**src/rtl/pipe_addsub.sv**
```systemverilog
// Pipelined adder/subtractor: CHUNK result bits resolved per stage behind one operand-capture rank.
// Optional saturation on signed overflow is enabled by defining PIPE_ADDSUB_SAT_EN.
module pipe_addsub #(
    parameter int unsigned WIDTH = 32,
    parameter int unsigned CHUNK = 8,
    parameter int unsigned TAG_W = 4
) (
    input  logic             clk,
    input  logic             rst,
    input  logic             in_valid,
    output logic             in_ready,
    input  logic [WIDTH-1:0] inA,
    input  logic [WIDTH-1:0] inB,
    input  logic             cin,
    input  logic             mode,
    input  logic [TAG_W-1:0] in_tag,
    output logic             out_valid,
    input  logic             out_ready,
    output logic [WIDTH-1:0] out,
    output logic             carry,
    output logic             overFlow,
    output logic             zero,
    output logic [TAG_W-1:0] out_tag
);

    localparam int unsigned STAGES = WIDTH / CHUNK;
    localparam int unsigned LAST   = STAGES - 1;

    if ((WIDTH % CHUNK) != 0 || STAGES < 1) begin : g_param_check
        $error("pipe_addsub: WIDTH must be a non-zero multiple of CHUNK");
    end

    // Rank k holds the operation waiting for stage k to resolve chunk k.
    logic [STAGES-1:0] vld_q;
    logic [STAGES-1:0] vld_d;
    logic [STAGES-1:0] cy_q;
    logic [STAGES-1:0] cy_d;
    logic [WIDTH-1:0]  a_q   [STAGES];
    logic [WIDTH-1:0]  a_d   [STAGES];
    logic [WIDTH-1:0]  b_q   [STAGES];
    logic [WIDTH-1:0]  b_d   [STAGES];
    logic [WIDTH-1:0]  s_q   [STAGES];
    logic [WIDTH-1:0]  s_d   [STAGES];
    logic [TAG_W-1:0]  tag_q [STAGES];
    logic [TAG_W-1:0]  tag_d [STAGES];

    logic [WIDTH-1:0]  stg_s [STAGES];
    logic [STAGES-1:0] stg_c;

    logic              out_valid_q;
    logic [WIDTH-1:0]  out_q;
    logic              carry_q;
    logic              ovf_q;
    logic              zero_q;
    logic [TAG_W-1:0]  out_tag_q;

    logic [WIDTH-1:0]  sum_c;
    logic [WIDTH-1:0]  res_c;
    logic              cout_c;
    logic              ovf_c;
    logic              adv;

    // Carry-lookahead add of one chunk; returns {carry_out, sum}.
    function automatic logic [CHUNK:0] cla_add(input logic [CHUNK-1:0] x,
                                               input logic [CHUNK-1:0] y,
                                               input logic             c0);
        logic [CHUNK-1:0] g;
        logic [CHUNK-1:0] p;
        logic [CHUNK:0]   c;
        logic             t;
        g    = x & y;
        p    = x ^ y;
        c    = '0;
        c[0] = c0;
        for (int unsigned i = 1; i <= CHUNK; i++) begin
            t = c0;
            for (int unsigned j = 0; j < i; j++) t = t & p[j];
            c[i] = t;
            for (int unsigned j = 0; j < i; j++) begin
                t = g[j];
                for (int unsigned k = j + 1; k < i; k++) t = t & p[k];
                c[i] = c[i] | t;
            end
        end
        return {c[CHUNK], p ^ c[CHUNK-1:0]};
    endfunction

    assign adv      = !out_valid_q || out_ready;
    assign in_ready = adv;

    always_comb begin
        stg_c = '0;
        for (int unsigned k = 0; k < STAGES; k++) begin
            stg_s[k] = s_q[k];
            {stg_c[k], stg_s[k][k*CHUNK +: CHUNK]} =
                cla_add(a_q[k][k*CHUNK +: CHUNK], b_q[k][k*CHUNK +: CHUNK], cy_q[k]);
        end
    end

    // Final flags; a_q keeps the true inA so its sign selects the saturation value.
    always_comb begin
        sum_c  = stg_s[LAST];
        cout_c = stg_c[LAST];
        ovf_c  = a_q[LAST][WIDTH-1] ^ b_q[LAST][WIDTH-1] ^ sum_c[WIDTH-1] ^ cout_c;
        res_c  = sum_c;
`ifdef PIPE_ADDSUB_SAT_EN
        if (ovf_c) begin
            res_c = a_q[LAST][WIDTH-1] ? {1'b1, {(WIDTH-1){1'b0}}}
                                       : {1'b0, {(WIDTH-1){1'b1}}};
        end
`endif
    end

    always_comb begin
        vld_d    = '0;
        cy_d     = '0;
        vld_d[0] = in_valid;
        cy_d[0]  = cin;
        a_d[0]   = inA;
        b_d[0]   = inB ^ {WIDTH{mode}};
        s_d[0]   = '0;
        tag_d[0] = in_tag;
        for (int unsigned k = 1; k < STAGES; k++) begin
            vld_d[k] = vld_q[k-1];
            cy_d[k]  = stg_c[k-1];
            a_d[k]   = a_q[k-1];
            b_d[k]   = b_q[k-1];
            s_d[k]   = stg_s[k-1];
            tag_d[k] = tag_q[k-1];
        end
    end

    always_ff @(posedge clk or posedge rst) begin
        if (rst) begin
            vld_q       <= '0;
            cy_q        <= '0;
            for (int unsigned k = 0; k < STAGES; k++) begin
                a_q[k]   <= '0;
                b_q[k]   <= '0;
                s_q[k]   <= '0;
                tag_q[k] <= '0;
            end
            out_valid_q <= 1'b0;
            out_q       <= '0;
            carry_q     <= 1'b0;
            ovf_q       <= 1'b0;
            zero_q      <= 1'b0;
            out_tag_q   <= '0;
        end else if (adv) begin
            vld_q       <= vld_d;
            cy_q        <= cy_d;
            for (int unsigned k = 0; k < STAGES; k++) begin
                a_q[k]   <= a_d[k];
                b_q[k]   <= b_d[k];
                s_q[k]   <= s_d[k];
                tag_q[k] <= tag_d[k];
            end
            out_valid_q <= vld_q[LAST];
            out_q       <= res_c;
            carry_q     <= cout_c;
            ovf_q       <= ovf_c;
            zero_q      <= (res_c == '0);
            out_tag_q   <= tag_q[LAST];
        end
    end

    assign out_valid = out_valid_q;
    assign out       = out_q;
    assign carry     = carry_q;
    assign overFlow  = ovf_q;
    assign zero      = zero_q;
    assign out_tag   = out_tag_q;

endmodule
```
**config.mk**
```make
export PLATFORM = sky130hd
export DESIGN_NAME = pipe_addsub
export DESIGN_NICKNAME = d
export VERILOG_FILES = /design/src/rtl/pipe_addsub.sv
export SDC_FILE = /design/constraint.sdc
export NUM_CORES = 1
export LEC_CHECK = 0
export BUFFER_PORTS_ARGS = -buffer_cell sky130_fd_sc_hd__buf_4
export CAP_MARGIN = 5
export CORE_ASPECT_RATIO = 1.5
export CORE_MARGIN = 5
export CORE_UTILIZATION = 59
export CTS_CLUSTER_DIAMETER = 60
export CTS_CLUSTER_SIZE = 25
export DETAILED_ROUTE_END_ITERATION = 8
export MAX_ROUTING_LAYER = met4
export PLACE_DENSITY = 0.8
export SYNTH_ARGS = -nofsm -noshare
export SYNTH_HDL_FRONTEND = slang
export SYNTH_SLANG_ARGS = --single-unit
```
**constraint.sdc**
```tcl
create_clock -name clk -period 10.21 [get_ports clk]
set_input_delay 2.042 -clock clk [delete_from_list [all_inputs] [get_ports clk]]
set_output_delay 2.042 -clock clk [all_outputs]
set_load 0.03 [all_outputs]
```
Word level (Yosys, flattened, before mapping):

Cells that the tools add are included.

* bits in registers: 368
* output and inout port bits: 41
* input port bits: 74
* memories: 0
* latch bits: 0
* memory bits (writable): 0
* bits in read-only memories: 0

* shifts and indexed selects: 0
* reductions and logical operators: 3
* add/sub/neg operators: 0
* muxes and demuxes: 0
* bitwise gates (word level): 304
* $lt $le $gt $ge: 0
* multipliers: 0
* divide/modulo/power cells: 0
* equal/unequal tests: 0

Operators by type and width (count)
* AND 1 bit: 144
* OR 1 bit: 144
* XOR 8 bit: 8
* AND 8 bit: 4
* zero test 32 bit: 1
* XOR 32 bit: 1
* XOR 1 bit: 3
* zero test 1 bit: 1
* logical OR 1 bit: 1

Logic depth before layout (Yosys ltp):

* depth in word-level cells: 18
* depth in mapped cells: 8
* mapped depth without buffers: 8

Worst setup path before layout:

OpenSTA, ideal clock, no wires.

* path type: input -> output
* start: input out_ready
* end: output in_ready
* setup slack: 5.091 ns
* data required time: 8.168 ns
* buffers on the path: 3
* arrival: 3.077 ns
* stages: 5
* cell sequence: nor2b_1 -> clkbuf_1 -> inv_1 -> clkbuf_1 -> clkbuf_1

* word-level cells in the longest chain between the ends: 1

RTL lines
* from (decl): RTL line 18 `input logic out_ready,`
* logical OR 1 bit: RTL line 88 `assign adv = !out_valid_q || out_ready;`
* to (decl): RTL line 11 `output logic in_ready,`

No other way between the ends.

Final worst setup path:

Ends and elaborated chain as after synthesis.

==> metrics <==
CP Class in -> out; final core utilization 0.673; initial antenna violation count 0; Max-cap violations 0; die height approximately 180 um; WHS Path Cells 2; global-route wire length before repair roughly 36000 um; Die W around 120 um; RSZ-0062 raised after global routing no; gr usage total 0.197; detailed placement HPWL 14000 um; CTS-repair resized insts 0; CTS max path bufs 3; Yosys reg bits around 270; worst r2r src out_valid; Startpoint Class input pin; number of vias per cell 5.08; Leak roughly 6.7 nW; Critical Path Sink Type output pin; DR DRC count 0; Worst-Skew Late Latency about 470 ps; largest net degree at the start of global routing 121; TritonRoute pass-1 iters 5; VDD IR max between 0.2 and 0.3 mV; I/O pins ~120; Core Region 19200 um2; Final Hold Fails 0; Area Overhead vs Synth 12.5%; hold path startpoint a_d[88]; Final Setup Violations 0; Vias around 8000; minimum clock period around 4800 ps; final setup TNS 0 ps; htree depth 1; post-DR wirelength/cell about 13 um; vias in the first global route between 7000 and 8000; CP arrival about 2700 ps; Avg Cell Area, Syn 9.10 um2; Peak Freq around 210 MHz; mapped cell area 11500 um2; Reg2Reg Setup Slack around 7300 ps; Final #Nets 1448; Clock transition at path regs around 90 ps; WL final between 20000 and 25000 um; CTS tree yes; Initial Utilization 0.599; Synth Warn # 0; DIE AREA roughly 22000 um2; routability cong. a little over 0.8; Relative slew margins 0.269; IO Port Bufs between 100 and 150; Num CTS Buffers 15; post-route ant nets 0; post-CTS setup buffers 0; Clock Skew approximately 18 ps; outcome finished, final reports clean; HP Class reg -> reg; Final Max Slew Viols 0; Reg2Reg Capture Point zero; Gate Count Post-Synth between 1000 and 1500; number of clock sinks 272; Yosys cell types 37; Post-CTS Hold Buffers 0; worst-case reg-to-reg path depth 8; share of layout cells above drive strength 1 0.113; sequential area share after synthesis 0.593; PD cells roughly 310 nW/um2; worst-path maximum fanout 56; Rows slightly above 60; Hold EP a_d[56]; grt total ovfl 0; Final period util 0.468; Syn Nets around 1400; Critical Path RT about 8200 ps; slew at the pin closest to its max-slew limit approximately 1100 ps; root buffer cell clkbuf_16; Pwr Total ~4 mW; 1st-iter DRT viols approximately 700; n_diodes 0
[stage by stage]
step	area (um2)	setup WS (ps)	std cells	hold WS, ps
final	12900	5430	1592	451
after global routing	12900	5390	1592	477
after CTS	12900	5430	1592	451
after detailed placement	12500	5430	1573	449
after global placement	12500	5430	1573	442
after floorplan	11500	673	1260	430
[state kept, by name, summed over array words and instances (netlist names), 4 cells and up]
register and flops:
a_d 72, a_q 8, b_d 72, b_q 8, cy_q 4, out 32
out_tag 4, res_c 24, s_d 24, tag_d 12, tag_q 4, vld_q 4
[cells in the final DEF, fill, tap and decap left out, types with 10 or more instances in the layout]
cell type  Yosys  routed
dfrtp_1      272     272
clkbuf_16      0      15
ha_1          36      36
nor2_1        26      26
nand2_1      678     678
xnor2_1       41      41
buf_4          0     121
nor3_1        10      10
o21ai_0       46      46
a21oi_1       13      13
[cell usage after synthesis]
cell type | instances | share of area
buf_1 | 3 | 0.00098
o211ai_1 | 4 | 0.0026
clkbuf_1 | 51 | 0.017
or2b_1 | 1 | 0.00065
nand2b_1 | 1 | 0.00055
o41ai_2 | 1 | 0.0014
and2_1 | 3 | 0.0016
or3_1 | 4 | 0.0022
a21boi_0 | 3 | 0.0020
mux2_2 | 2 | 0.0020
a41o_1 | 3 | 0.0026
a22o_1 | 3 | 0.0023
fa_1 | 4 | 0.0070
nor4_1 | 5 | 0.0027
nand4_1 | 3 | 0.0016
nand2_1 | 678 | 0.22
a2111oi_2 | 1 | 0.0013
o21ai_0 | 46 | 0.020
a311oi_2 | 1 | 0.0013
a211oi_1 | 3 | 0.0020
and2b_2 | 1 | 0.00076
nor3_1 | 10 | 0.0044
o21a_1 | 6 | 0.0039
o31ai_1 | 6 | 0.0039
xor2_1 | 4 | 0.0031
buf_2 | 10 | 0.0044
nand3_1 | 3 | 0.0013
a21o_1 | 3 | 0.0020
nor2_1 | 26 | 0.0085
nor2b_1 | 2 | 0.0011
xnor2_1 | 41 | 0.031
a31oi_1 | 1 | 0.00055
ha_1 | 36 | 0.039
a31o_2 | 3 | 0.0023
dfrtp_1 | 272 | 0.59
inv_1 | 3 | 0.00098
a21oi_1 | 13 | 0.0057
[worst max-delay path: stages]
cell and delay, ps:
buf_4 90, nor2b_4 40, inv_6 300, buf_4 240
[layout make-up]
type | instances | area (um2)
flip-flops and latches | 272 | 6810
fillers | 1565 | 6260
multi-input cells | 921 | 4410
repair buffers | 121 | 908
clock buffers | 16 | 379
well taps | 256 | 320
clock inverters | 3 | 55.1
inverters | 3 | 23.8
[worst max path at each step]
| stage | startpoint | to | cells past startpoint |
|---|---|---|---|
| floorplan | rst | a_d[16] | 1 |
| global placement | out_ready | in_ready | 4 |
| detailed placement | out_ready | in_ready | 4 |
| CTS | out_ready | in_ready | 4 |
| global route | out_ready | in_ready | 4 |
| finish | out_ready | in_ready | 4 |
[kinds of logic after synthesis]
kind of cell    synth area share
simple gates               0.247
flops                      0.593
compound gates            0.0539
buf+inv                   0.0230
xor+xnor                  0.0344
fa+ha+maj                 0.0462
mux                      0.00196
[power by group]
part	switching (mW)	total [mW]	internal [mW]
Combinational	0.929	1.54	0.609
Clock	0.331	0.629	0.298
Sequential	0.289	1.84	1.55
[layer usage]
metal / vias to the layer above / routed length, um / track usage
met2: 123 / 10300 / 0.315
met1: 3846 / 9560 / 0.277
met4: 0 / 254 / 0.0430
met5: - / 0 / -
met3: 17 / 733 / 0.0197
li1: 4107 / - / -
Power figures use the tool's default switching activity.
